**config.mk**
```make
export PLATFORM = sky130hd
export DESIGN_NAME = axi4_stream_rr_arbiter
export DESIGN_NICKNAME = d
export VERILOG_FILES = /design/src/rtl/axi4_stream_arb_pkg.sv /design/src/rtl/axi4_stream_skid_buffer.sv /design/src/rtl/axi4_stream_rr_arbiter.sv
export SDC_FILE = /design/constraint.sdc
export NUM_CORES = 1
export LEC_CHECK = 0
export ABC_AREA = 1
export BUFFER_PORTS_ARGS = -buffer_cell sky130_fd_sc_hd__buf_2
export CORE_MARGIN = 2
export CORE_UTILIZATION = 50
export DETAILED_ROUTE_END_ITERATION = 8
export GPL_ROUTABILITY_DRIVEN = 1
export HOLD_SLACK_MARGIN = 0.05
export MAX_ROUTING_LAYER = met4
export PLACE_DENSITY = 0.77
export SYNTH_ARGS = -nofsm -noshare
export SYNTH_HDL_FRONTEND = slang
export SYNTH_SLANG_ARGS = --single-unit
```
**constraint.sdc**
```tcl
create_clock -name i_clk -period 5.7 [get_ports i_clk]
set_input_delay 0.285 -clock i_clk [delete_from_list [all_inputs] [get_ports i_clk]]
set_output_delay 0.285 -clock i_clk [all_outputs]
set_load 0.02 [all_outputs]
```
**src/rtl/axi4_stream_arb_pkg.sv**
```systemverilog
// Shared types and the round-robin helper for the AXI4-Stream packet arbiter.
// Widths here define beat_t and must match the arbiter parameters.
package axi4_stream_arb_pkg;

  localparam int ARB_N_SOURCES        = 4;
  localparam int ARB_DATA_WIDTH_BYTES = 4;
  localparam int ARB_ID_WIDTH         = 4;
  localparam int ARB_DEST_WIDTH       = 4;
  localparam int ARB_SRC_WIDTH        = $clog2(ARB_N_SOURCES);
  localparam int ARB_DATA_WIDTH       = 8 * ARB_DATA_WIDTH_BYTES;

  typedef enum logic [0:0] {
    IDLE   = 1'b0,
    LOCKED = 1'b1
  } state_t;

  typedef struct packed {
    logic [ARB_DATA_WIDTH-1:0]       tdata;
    logic [ARB_DATA_WIDTH_BYTES-1:0] tkeep;
    logic                            tlast;
    logic [ARB_ID_WIDTH-1:0]         tid;
    logic [ARB_DEST_WIDTH-1:0]       tdest;
    logic [ARB_SRC_WIDTH-1:0]        tsrc;
  } beat_t;

  // First requester after 'last', wrapping; returns 'last' when nobody requests.
  function automatic logic [ARB_SRC_WIDTH-1:0] rr_pick(
    input logic [ARB_N_SOURCES-1:0] req,
    input logic [ARB_SRC_WIDTH-1:0] last
  );
    logic [ARB_SRC_WIDTH-1:0] pick;
    logic                     found;
    int                       idx;
    pick  = last;
    found = 1'b0;
    for (int i = 1; i <= ARB_N_SOURCES; i++) begin
      idx = (int'(last) + i) % ARB_N_SOURCES;
      if (!found && req[idx[ARB_SRC_WIDTH-1:0]]) begin
        pick  = idx[ARB_SRC_WIDTH-1:0];
        found = 1'b1;
      end
    end
    return pick;
  endfunction

endpackage

```
**src/rtl/axi4_stream_skid_buffer.sv**
```systemverilog
// Two-entry valid/ready register slice for beat_t: one output register plus a
// skid register that absorbs the beat in flight when the sink stalls.
module axi4_stream_skid_buffer
  import axi4_stream_arb_pkg::*;
(
  input  logic  i_clk,
  input  logic  i_rst,
  input  logic  i_in_valid,
  output logic  o_in_ready,
  input  beat_t i_in_beat,
  output logic  o_out_valid,
  input  logic  i_out_ready,
  output beat_t o_out_beat
);

  logic  out_valid_q, out_valid_d;
  logic  skid_valid_q, skid_valid_d;
  beat_t out_beat_q, out_beat_d;
  beat_t skid_beat_q, skid_beat_d;
  logic  in_fire_s;
  logic  out_free_s;

  // Readiness only looks at the registered skid flag, never at i_out_ready.
  assign o_in_ready = !skid_valid_q;
  assign in_fire_s  = i_in_valid & !skid_valid_q;
  assign out_free_s = i_out_ready | !out_valid_q;

  always_comb begin
    out_valid_d  = out_valid_q;
    out_beat_d   = out_beat_q;
    skid_valid_d = skid_valid_q;
    skid_beat_d  = skid_beat_q;
    if (out_free_s) begin
      if (skid_valid_q) begin
        out_valid_d  = 1'b1;
        out_beat_d   = skid_beat_q;
        skid_valid_d = 1'b0;
      end else begin
        out_valid_d = in_fire_s;
        if (in_fire_s) begin
          out_beat_d = i_in_beat;
        end else begin
          out_beat_d = out_beat_q;
        end
      end
    end else begin
      if (in_fire_s) begin
        skid_valid_d = 1'b1;
        skid_beat_d  = i_in_beat;
      end else begin
        skid_valid_d = skid_valid_q;
      end
    end
  end

  always_ff @(posedge i_clk) begin
    if (i_rst) begin
      out_valid_q  <= 1'b0;
      skid_valid_q <= 1'b0;
      out_beat_q   <= '0;
      skid_beat_q  <= '0;
    end else begin
      out_valid_q  <= out_valid_d;
      skid_valid_q <= skid_valid_d;
      out_beat_q   <= out_beat_d;
      skid_beat_q  <= skid_beat_d;
    end
  end

  assign o_out_valid = out_valid_q;
  assign o_out_beat  = out_beat_q;

endmodule

```
**src/rtl/axi4_stream_rr_arbiter.sv**
```systemverilog
// N-to-1 AXI4-Stream packet arbiter: round-robin choice between packets, grant
// locked until tlast, output registered through a skid slice.
module axi4_stream_rr_arbiter
  import axi4_stream_arb_pkg::*;
#(
  parameter int N_SOURCES        = ARB_N_SOURCES,
  parameter int DATA_WIDTH_BYTES = ARB_DATA_WIDTH_BYTES,
  parameter int ID_WIDTH         = ARB_ID_WIDTH,
  parameter int DEST_WIDTH       = ARB_DEST_WIDTH,
  parameter int SRC_WIDTH        = $clog2(N_SOURCES)
) (
  input  logic                                  i_clk,
  input  logic                                  i_rst,
  input  logic [N_SOURCES-1:0]                  i_tvalid,
  output logic [N_SOURCES-1:0]                  o_tready,
  input  logic [N_SOURCES*8*DATA_WIDTH_BYTES-1:0] i_tdata,
  input  logic [N_SOURCES*DATA_WIDTH_BYTES-1:0] i_tkeep,
  input  logic [N_SOURCES-1:0]                  i_tlast,
  input  logic [N_SOURCES*ID_WIDTH-1:0]         i_tid,
  input  logic [N_SOURCES*DEST_WIDTH-1:0]       i_tdest,
  output logic                                  o_m_tvalid,
  input  logic                                  i_m_tready,
  output logic [8*DATA_WIDTH_BYTES-1:0]         o_m_tdata,
  output logic [DATA_WIDTH_BYTES-1:0]           o_m_tkeep,
  output logic                                  o_m_tlast,
  output logic [ID_WIDTH-1:0]                   o_m_tid,
  output logic [DEST_WIDTH-1:0]                 o_m_tdest,
  output logic [SRC_WIDTH-1:0]                  o_m_tsrc,
  output logic                                  o_busy,
  output logic [SRC_WIDTH-1:0]                  o_grant
);

  localparam int DW = 8 * DATA_WIDTH_BYTES;

  state_t               state_q, state_d;
  logic [SRC_WIDTH-1:0] last_grant_q, last_grant_d;
  logic [SRC_WIDTH-1:0] lock_q, lock_d;
  logic [SRC_WIDTH-1:0] sel_s;
  logic [SRC_WIDTH-1:0] cur_s;
  logic                 any_valid_s;
  logic                 in_valid_s;
  logic                 in_ready_s;
  logic                 accept_s;
  beat_t                beat_s;
  beat_t                out_beat_s;

  assign sel_s       = rr_pick(i_tvalid, last_grant_q);
  assign any_valid_s = |i_tvalid;
  assign cur_s       = (state_q == LOCKED) ? lock_q : sel_s;
  assign accept_s    = in_valid_s & in_ready_s;

  // Mux the selected source's sideband into one beat, tagged with its index.
  always_comb begin
    beat_s = '0;
    for (int k = 0; k < N_SOURCES; k++) begin
      if (cur_s == SRC_WIDTH'(k)) begin
        beat_s.tdata = i_tdata[k*DW +: DW];
        beat_s.tkeep = i_tkeep[k*DATA_WIDTH_BYTES +: DATA_WIDTH_BYTES];
        beat_s.tlast = i_tlast[k];
        beat_s.tid   = i_tid[k*ID_WIDTH +: ID_WIDTH];
        beat_s.tdest = i_tdest[k*DEST_WIDTH +: DEST_WIDTH];
      end else begin
        beat_s = beat_s;
      end
    end
    beat_s.tsrc = cur_s;
  end

  always_ff @(posedge i_clk) begin
    if (i_rst) begin
      state_q      <= IDLE;
      last_grant_q <= SRC_WIDTH'(N_SOURCES - 1);
      lock_q       <= SRC_WIDTH'(N_SOURCES - 1);
    end else begin
      state_q      <= state_d;
      last_grant_q <= last_grant_d;
      lock_q       <= lock_d;
    end
  end

  always_comb begin
    state_d      = state_q;
    last_grant_d = last_grant_q;
    lock_d       = lock_q;
    case (state_q)
      IDLE: begin
        if (accept_s) begin
          last_grant_d = sel_s;
          if (!beat_s.tlast) begin
            state_d = LOCKED;
            lock_d  = sel_s;
          end else begin
            state_d = IDLE;
          end
        end else begin
          state_d = IDLE;
        end
      end
      LOCKED: begin
        // Lock survives tvalid gaps; only an accepted tlast releases it.
        if (accept_s && beat_s.tlast) begin
          state_d = IDLE;
        end else begin
          state_d = LOCKED;
        end
      end
      default: begin
        state_d = IDLE;
      end
    endcase
  end

  always_comb begin
    o_tready   = '0;
    in_valid_s = 1'b0;
    if (i_rst) begin
      o_tready   = '0;
      in_valid_s = 1'b0;
    end else begin
      case (state_q)
        IDLE: begin
          if (any_valid_s) begin
            o_tready[sel_s] = in_ready_s;
            in_valid_s      = i_tvalid[sel_s];
          end else begin
            in_valid_s = 1'b0;
          end
        end
        LOCKED: begin
          o_tready[lock_q] = in_ready_s;
          in_valid_s       = i_tvalid[lock_q];
        end
        default: begin
          in_valid_s = 1'b0;
        end
      endcase
    end
  end

  assign o_busy  = (state_q == LOCKED);
  assign o_grant = (state_q == LOCKED) ? lock_q : last_grant_q;

  axi4_stream_skid_buffer u_skid (
    .i_clk       (i_clk),
    .i_rst       (i_rst),
    .i_in_valid  (in_valid_s),
    .o_in_ready  (in_ready_s),
    .i_in_beat   (beat_s),
    .o_out_valid (o_m_tvalid),
    .i_out_ready (i_m_tready),
    .o_out_beat  (out_beat_s)
  );

  assign o_m_tdata = out_beat_s.tdata;
  assign o_m_tkeep = out_beat_s.tkeep;
  assign o_m_tlast = out_beat_s.tlast;
  assign o_m_tid   = out_beat_s.tid;
  assign o_m_tdest = out_beat_s.tdest;
  assign o_m_tsrc  = out_beat_s.tsrc;

endmodule

```
==> results of run 1 <==
[sequential cells by signal, indices dropped and copies added (netlist names)]
| register | flops |
|---|---|
| lock_q | 2 |
| u_skid.skid_valid_q | 1 |
| o_busy | 1 |
| last_grant_q | 2 |
| u_skid.o_out_valid | 1 |
| u_skid.o_out_beat | 47 |
| u_skid.skid_beat_q | 47 |
[how the worst max path moves through the flow]
stage	startpoint	endpoint	depth (start not counted)
6_report	last_grant_q[0]	u_skid.o_out_beat[23]	17
5_1_grt	last_grant_q[0]	u_skid.o_out_beat[16]	16
4_1_cts	last_grant_q[0]	u_skid.o_out_beat[26]	16
3_5_place_dp	last_grant_q[0]	u_skid.o_out_beat[16]	16
3_3_place_gp	last_grant_q[0]	lock_q[1]	16
2_1_floorplan	last_grant_q[1]	o_tready[3]	12
[area by class of cell]
class                           count  area (µm²)  area share
Clock inverter                      6        62.6     0.00811
Tap cell                          172         215      0.0279
Timing Repair Buffer              246        1240       0.161
Sequential cell                   101        2020       0.262
Antenna cell                        2        5.00    0.000649
Clock buffer                       10         239      0.0310
Multi-Input combinational cell    750        3590       0.465
Inverter                           89         335      0.0435
[cell usage in the layout, fill, tap and decap left out, types with 6 or more instances in the layout]
master       n
inv_1       82
or2_1       30
nand3_1    186
o21ai_1     21
clkbuf_16    9
nor2_1     102
o21ai_0     53
nand2_2      6
nand2_1    231
inv_2        6
a21oi_1     39
nand4_1     39
dfxtp_1    100
buf_2      241
o21bai_1    14
[power by group through the flow]
stage          registers [mW]  clock network [mW]  logic (mW)
5_1_grt                  1.00               0.662        3.68
3_5_place_dp            0.992                   0        3.26
6_report                0.981               0.624        3.27
4_1_cts                 0.980               0.631        3.27
2_1_floorplan            1.11                   0        2.53
3_3_place_gp            0.992                   0        3.23
[kinds of logic (layout without fill, tap and decap cells)]
group	Yosys count	count (layout)	share of synthesized area
AO/OA/AOI/OAI	138	138	0.119
buffers and inverters	168	351	0.117
flip-flops	101	101	0.318
other	0	2	0
AND/OR/NAND/NOR	612	612	0.446
[tightest hold or removal path, delay by kind of cell]
kind,cells,cell delay [ns]
buffers and inverters,1,0.09
and+or+nand+nor,3,0.17
[layer usage]
layer  vias to the layer above  wire [µm]  track usage  part of all wire
met5                         -          0            -                 0
met1                      3236       8560        0.357              0.44
met2                       273       9250        0.473              0.47
li1                       3701          -            -                 -
met4                         0        309       0.0839             0.016
met3                        23       1450       0.0519             0.074
[metrics by stage]
step | cells | util | worst slack (ns)
global placement | 1358 | 0.592 | 2.22
global route | 1376 | 0.616 | 1.71
detailed placement | 1358 | 0.592 | 2.15
CTS | 1374 | 0.616 | 2.12
floorplan | 1019 | - | 3.67
finish | 1376 | 0.616 | 2.11
==> summary.md, run 1 <==
| Metric | Value |
|---|---|
| Final nets | `1384` |
| Antenna viol nets, final | `0` |
| Worst path bufs/invs | `4` |
| WS Path Type | `reg2reg` |
| Routed WL | `19600 µm` |
| Wire per inst | `14.2 µm` |
| Root buf cell | `clkbuf_16` |
| Worst EP arrival | `3.84 ns` |
| I/O pin count | `242` |
| Clk sinks | `101` |
| Cells after Synth | `1019` |
| IO Port Bufs | `around 240` |
| Yosys warns | `0` |
| Hold Crit Depth | `4` |
| Async set-reset flop share out of synthesis | `0` |
| Initial Utilization | `0.507` |
| Total GRT Usage | `0.286` |
| Postcts setup bufs | `0` |
| Hold endpoint | `u_skid.skid_valid_q` |
| Global route overflow | `0` |
| Worst skew pair latency | `0.34 ns` |
| Highest-delay cell along the critical path | `nand2_4` |
| Worst slew pin tran | `1.25 ns` |
| Fraction of layout cells with a size suffix above 1 | `0.242` |
| Synth Flop Type | `dfxtp_1` |
| Synthesized area | `roughly 0.0064 mm²` |
| Most frequent cells after synthesis | `231 x nand2_1, 186 x nand3_1, 102 x nor2_1` |
| Layout Cell Area excl Fill | `0.00771 mm²` |
| Iter 0 DRT Violations | `544` |
| CTS Buffer Depth | `2` |
| Die area | `roughly 0.014 mm²` |
| Reg2reg start | `last_grant_q[0]` |
| Crit end category | `flip-flop` |
| Status | `finished, final reports clean` |
| Sw frac | `0.543` |
| RSZ-0062 raised after global routing | `no` |
| Largest cells by area after synthesis | `dfxtp_1 32%, nand3_1 15%, nand2_1 14%` |
| Reg2Reg Setup Slack | `around 2.1 ns` |
| CP max stage delay | `about 0.75 ns` |
| Worst hold slack | `0.243 ns` |
| Router iterations before antenna repair | `5` |
| Initial antenna violation count | `2` |
| Routability Congestion | `0.857` |
| Placeable core area | `0.0125 mm²` |
| Post-synth EDFFs | `0` |
| Hold Path Class | `in2reg` |
| Die width | `117 µm` |
| Final period util | `0.630` |
| Via density | `5.26` |
| Std-Cell Rows | `41` |
| Register clock-pin slew on the reported worst setup and hold paths | `about 0.07 ns` |
| Largest net degree at the start of global routing | `95` |
| Final Slew Violations | `0` |
| Post-synth top area cell | `dfxtp_1` |
| Cells along the critical path | `inv_2, nand2_1, nand2_1, nand2_4, nand2_4, inv_2, nand3_2, nand2_1, nand3_2, nand2_4, inv_2, nand3_1, nand4_1, nand2_1, nand3_1, nand2_1, inv_1` |
| Cell family with most CP delay | `simple AND/OR/NAND/NOR gates` |
| Hold path startpoint | `i_m_tready` |
| Slew margin rel. | `0.164` |
| Worst Path Required | `5.95 ns` |
| Final Hold Vio Count | `0` |
| Most common cell in the synthesized netlist | `nand2_1` |
| Minimum clock period | `between 3 and 4 ns` |
| Highest Clock Rate | `279 MHz` |
| Setup_tns | `0 ns` |
| P_sw | `2.65 mW` |
| Pwr per Cell Area | `632 mW/mm²` |
| Reg power frac | `0.201` |
| Area Growth Syn to Fin | `21.4%` |
| Crit-path max FO | `89` |
| Avg Cell Area, Syn | `around 6.2 µm²` |
| Clk_skew | `0.00624 ns` |
| Synth cell types | `33` |
| Die height | `117 µm` |
| Critical path startpoint category | `flip-flop` |
| CTS Buf Count | `9` |
| R2r worst-path depth | `17` |
| Max VDD drop | `0.000391 V` |
| # setup viols final | `0` |
| Power share of the clock group | `0.128` |
| Wire length of the first global-routing pass | `~30000 µm` |
| Residual DRC | `0` |
| Critical path's most frequent cell | `nand2_1` |
| Maxcap violations | `0` |
| Post-CTS Resized | `0` |
| CTS tree | `yes` |
| Comb pwr share | `0.671` |
| Fill cell count | `approximately 1.3k` |
| CTS Hold Buffers Added | `0` |
| Synth Register Bits | `101` |
| Dpl cell area | `0.00740 mm²` |
| DP HPWL | `12900 µm` |
| Worst r2r dst | `u_skid.o_out_beat[23]` |
| Leak | `around 4 nW` |
| Internal power | `2.23 mW` |
| Sequential cell area fraction in the yosys report | `0.318` |
| Syn nets | `1206` |
| Post-synth top area share | `0.318` |
| Via count | `7233` |
| Vias in the first global route | `6216` |
| Pwr Total | `approximately 4.9 mW` |
| H-tree depth | `3` |
Power figures use the tool's default switching activity.
==> inputs of run 2 (changes only) <==
- CORE_UTILIZATION: 50 -> 45
- PLACE_DENSITY: 0.77 -> 0.73
- clock period: 5.7 -> 3 ns (I/O delays scaled with it)
==> run 2 against run 1 <==
Critical path depth decreased by 1. Setup slack got worse by 1.8 ns. Non-clock buffer count increased by 13. Die area increased by 11%. Wire length increased by 7.6%. Register-to-register slack got worse by 1.8 ns. Critical path type unchanged. Combinational power increased by 97%. Count of clock-buffer cells in the layout increased by 2. Core utilization decreased by 5.2 points. Sequential cell count unchanged. Clock power increased by 79%. Sequential share of layout area decreased by 0.31 points.
==> summary.md, run 2 (same netlist as run 1, synthesis figures left out) <==
| Metric | Value |
|---|---|
| Crit-path max FO | `30` |
| Largest net degree at the start of global routing | `95` |
| Fraction of layout cells with a size suffix above 1 | `0.249` |
| Placeable core area | `0.0138 mm²` |
| Worst hold slack | `between 0.1 and 0.15 ns` |
| Power share of the clock group | `0.120` |
| Global route overflow | `0` |
| Pwr per Cell Area | `between 1000 and 1500 mW/mm²` |
| Postcts setup bufs | `0` |
| Wire per inst | `15.1 µm` |
| Wire length of the first global-routing pass | `32800 µm` |
| IO Port Bufs | `241` |
| # diodes | `0` |
| Routability Congestion | `roughly 0.89` |
| Layout Cell Area excl Fill | `0.00780 mm²` |
| DP HPWL | `14100 µm` |
| Initial Utilization | `0.459` |
| WL met3 | `about 1700 µm` |
| Crit end category | `flip-flop` |
| CTS Hold Buffers Added | `0` |
| Final nets | `1397` |
| Highest-delay cell along the critical path | `dfxtp_1` |
| Worst skew pair latency | `0.35 ns` |
| Status | `finished, final reports clean` |
| Register clock-pin slew on the reported worst setup and hold paths | `approximately 0.060 ns` |
| Critical path startpoint category | `flip-flop` |
| WS Path Type | `reg2reg` |
| Iter 0 DRT Violations | `a little under 500` |
| RSZ-0062 raised after global routing | `no` |
| Max VDD drop | `around 0.00048 V` |
| Sw frac | `0.541` |
| P_sw | `between 5 and 6 mW` |
| CTS Buffer Depth | `2` |
| Fill cell count | `1402` |
| Internal power | `4.31 mW` |
| Total GRT Usage | `0.286` |
| Die area | `roughly 0.015 mm²` |
| Clk sinks | `101` |
| Minimum clock period | `approximately 2.7 ns` |
| Leak | `4.16 nW` |
| Router iterations before antenna repair | `5` |
| Dpl cell area | `0.00752 mm²` |
| Comb pwr share | `0.684` |
| Post-CTS Resized | `0` |
| Root buf cell | `clkbuf_16` |
| Die height | `123 µm` |
| Top layer in use | `met4` |
| DRT met1 WL | `9100 µm` |
| Residual DRC | `0` |
| Slew margin rel. | `0.510` |
| Hold Path Class | `in2reg` |
| Initial antenna violation count | `0` |
| Final Slew Violations | `0` |
| CP max stage delay | `0.41 ns` |
| Sequential cell area | `0.00202 mm²` |
| Finished Core Util | `0.564` |
| CTS tree | `yes` |
| Std-Cell Rows | `43` |
| Reg power frac | `0.197` |
| Die width | `roughly 120 µm` |
| Final period util | `0.903` |
| Via density | `5.25` |
| H-tree depth | `3` |
| Via count | `around 7.3k` |
| Worst path bufs/invs | `1` |
| Footprint of the multi-input gates | `0.00359 mm²` |
| Clk_skew | `0.00849 ns` |
| Maxcap violations | `0` |
| Commonest non-fill, non-tap cell in the layout | `buf_2` |
| Antenna viol nets, final | `0` |
| Commonest non-fill, non-tap cells in the layout | `241 x buf_2, 231 x nand2_1, 186 x nand3_1, 102 x nor2_1, 100 x dfxtp_1` |
| Cells along the critical path | `inv_2, nand2_1, nand2_1, nand2_4, nand2_4, o21ai_2, nand3_2, nand2_4, nand2_4, nand2_8, nand2_2, or2_1, nand2_2, nand3_2, nand2_1, nand2_1` |
| Met2 wire length | `slightly below 10000 µm` |
| # setup viols final | `0` |
| I/O pin count | `242` |
| Vias in the first global route | `6656` |
| Area Growth Syn to Fin | `22.8%` |
| Cell family with most CP delay | `simple AND/OR/NAND/NOR gates` |
| Worst slew pin tran | `around 0.73 ns` |
| Worst EP arrival | `2.95 ns` |
| Worst Path Required | `between 3 and 4 ns` |
| Final Hold Vio Count | `0` |
| Routed WL | `21100 µm` |
| Highest Clock Rate | `369 MHz` |
| CTS Buf Count | `9` |
| Setup_tns | `0 ns` |
## run 2: changes by cell type in the layout (fill, tap and decap cells not counted), sizes merged
cell | before | now
clkinvlp | 3 | 1
bufinv | 1 | 0
diode | 2 | 0
clkbuf | 10 | 12
buf | 246 | 259
## run 2: cell type report
cell class	instances	share of cell area
Multi-Input combinational cell	750	0.460
Sequential cell	101	0.259
Inverter	89	0.0430
Timing Repair Buffer	259	0.174
Tap cell	180	0.0289
Clock buffer	12	0.0329
Clock inverter	3	0.00273
## run 2: routing by layer
layer / up-vias / track usage
met3: 28 / 0.0623
met1: 3305 / 0.350
li1: 3722 / -
met4: 0 / 0.0927
met2: 263 / 0.469
met5: - / -
## run 2: power groups by stage
stage	sequential, mW	clock [mW]	combinational, mW
after floorplan	2.11	0	4.81
after global placement	1.87	0	6.32
after detailed placement	1.87	0	6.40
after CTS	1.84	1.14	6.43
after global routing	1.89	1.19	7.24
final	1.85	1.12	6.43
## run 2: worst paths after layout
kind | from | to | slack (ns) | cells past startpoint
worst max-delay path | last_grant_q[0] | lock_q[1] | 0.29 | 16
worst min-delay path | i_m_tready | u_skid.skid_valid_q | 0.10 | 4
worst max register to register | last_grant_q[0] | lock_q[1] | 0.29 | 16
worst min register to register | u_skid.skid_beat_q[35] | u_skid.skid_beat_q[35] | 0.47 | 2
## run 2: worst min-delay path: stages
cell,delay (ns)
buf_2,0.10
nor2_1,0.07
nand2_1,0.06
nor2_1,0.03
## run 2: stage by stage
stage / setup WS, ns / power, mW / std cells
floorplan: 0.984 / 6.92 / 1019
global placement: 0.362 / 8.19 / 1379
detailed placement: 0.322 / 8.27 / 1379
CTS: 0.308 / 9.41 / 1394
global route: 0.0187 / 10.3 / 1394
finish: 0.291 / 9.40 / 1394
==> inputs of run 3 (changes only) <==
- RECOVER_POWER: default -> 25
==> run 3 against run 2 <==
Critical path depth did not move. Highest routed layer unchanged. Cell count did not move. Critical endpoint unchanged. Largest power group unchanged. Clock skew fell by 0.00085 ns.
==> summary.md, run 3 (same netlist as run 1, synthesis figures left out) <==
| Metric | Value |
|---|---|
| Slew margin rel. | `0.511` |
| Wire per inst | `15.1 µm` |
| H-tree depth | `3` |
| WS Path Type | `reg2reg` |
| Crit-path max FO | `30` |
| Hold path startpoint | `i_m_tready` |
| Initial antenna violation count | `0` |
| Die height | `123 µm` |
| Postcts setup bufs | `0` |
| # setup viols final | `0` |
| Final Slew Violations | `0` |
| Finished Core Util | `0.561` |
| Worst hold slack | `0.105 ns` |
| CTS Buffer Depth | `2` |
| Vias in the first global route | `6656` |
| Hold Path Class | `in2reg` |
| Critical path startpoint category | `flip-flop` |
| Setup crit start | `last_grant_q[0]` |
| RSZ-0062 raised after global routing | `no` |
| Reg2reg start | `last_grant_q[0]` |
| Router iterations before antenna repair | `5` |
| Root buf cell | `clkbuf_16` |
| Via count | `7256` |
| Fraction of layout cells with a size suffix above 1 | `0.217` |
| Dpl cell area | `about 0.0075 mm²` |
| Setup_tns | `0 ns` |
| Clk_skew | `0.00764 ns` |
| Clk sinks | `101` |
| Pwr Total | `just over 9 mW` |
| Global route overflow | `0` |
| DP Worst Slack | `0.322 ns` |
| Fill cell count | `roughly 1.4k` |
| WL met3 | `~1700 µm` |
| CTS Buf Count | `9` |
| Worst slew pin tran | `0.734 ns` |
| Total GRT Usage | `0.286` |
| Maxcap violations | `0` |
| Footprint of the multi-input gates | `0.00359 mm²` |
| Worst EP arrival | `2.95 ns` |
| Iter 0 DRT Violations | `between 500 and 600` |
| Area Growth Syn to Fin | `22.1%` |
| Top layer in use | `met4` |
| Initial Utilization | `0.459` |
| Die width | `123 µm` |
| Placeable core area | `0.0138 mm²` |
| Via density | `5.21` |
| DRT met1 WL | `9130 µm` |
| Die area | `0.0151 mm²` |
| Antenna viol nets, final | `0` |
| Residual DRC | `0` |
| Sequential cell area | `0.00202 mm²` |
| Setup ws final | `0.290 ns` |
| Crit end category | `flip-flop` |
| Post-Layout Cell Count | `1394` |
| I/O pin count | `242` |
| Status | `finished, final reports clean` |
| Routability Congestion | `about 0.89` |
| Highest Clock Rate | `369 MHz` |
| Minimum clock period | `roughly 2.7 ns` |
| Leak | `4.02 nW` |
| # diodes | `0` |
| CTS Hold Buffers Added | `0` |
| CTS tree | `yes` |
| Commonest non-fill, non-tap cells in the layout | `231 x nand2_1, 202 x buf_2, 186 x nand3_1, 102 x nor2_1, 100 x dfxtp_1` |
| Commonest non-fill, non-tap cell in the layout | `nand2_1` |
| Met2 wire length | `roughly 9900 µm` |
| IO Port Bufs | `between 200 and 250` |
| Layout Cell Area excl Fill | `0.00775 mm²` |
| Worst Path Required | `3.24 ns` |
| Final Hold Vio Count | `0` |
| CP max stage delay | `0.41 ns` |
| DP HPWL | `14100 µm` |
| Std-Cell Rows | `between 40 and 50` |
| Final nets | `1397` |
| Highest-delay cell along the critical path | `dfxtp_1` |
| Max VDD drop | `0.000482 V` |
| Wire length of the first global-routing pass | `32800 µm` |
| Dpl cells | `1379` |
| Worst skew pair latency | `around 0.35 ns` |
| Cells along the critical path | `inv_2, nand2_1, nand2_1, nand2_4, nand2_4, o21ai_2, nand3_2, nand2_4, nand2_4, nand2_8, nand2_2, or2_1, nand2_2, nand3_2, nand2_1, nand2_1` |
| Pwr per Cell Area | `1210 mW/mm²` |
| Post-CTS Resized | `0` |
| Largest net degree at the start of global routing | `95` |
| Register clock-pin slew on the reported worst setup and hold paths | `0.06 ns` |
| Final period util | `0.903` |
| Routed WL | `about 21000 µm` |
-- run 3: path summary, 6_finish.rpt --
kind,slack [ns],cells past startpoint,to
setup / recovery,0.29,16,lock_q[1]
hold / removal,0.11,4,u_skid.skid_valid_q
setup reg to reg,0.29,16,lock_q[1]
hold reg to reg,0.47,2,u_skid.skid_beat_q[13]
-- run 3: critical path, delay by kind of cell, from the launching register on --
family	cells	cell delay, ns
compound gates	1	0.13
buf+inv	1	0.11
flops	1	0.41
simple gates	14	1.95
-- run 3: layer usage --
metal | track usage | vias up
met5 | - | -
met4 | 0.0927 | 0
met3 | 0.0623 | 25
met2 | 0.469 | 261
met1 | 0.350 | 3249
li1 | - | 3721
-- run 3: power breakdown --
| group | internal, mW | total, mW | switching (mW) |
|---|---|---|---|
| logic | 2.00 | 6.38 | 4.38 |
| registers | 1.65 | 1.85 | 0.199 |
| clock network | 0.604 | 1.12 | 0.518 |
| total | 4.26 | 9.36 | 5.10 |
-- run 3: final cells by class --
cell class | count | share of cell area
clock inverters | 3 | 0.00274
inverters | 89 | 0.0432
clock buffers | 12 | 0.0331
flip-flops and latches | 101 | 0.261
well taps | 180 | 0.0290
multi-input cells | 750 | 0.463
repair buffers | 259 | 0.168
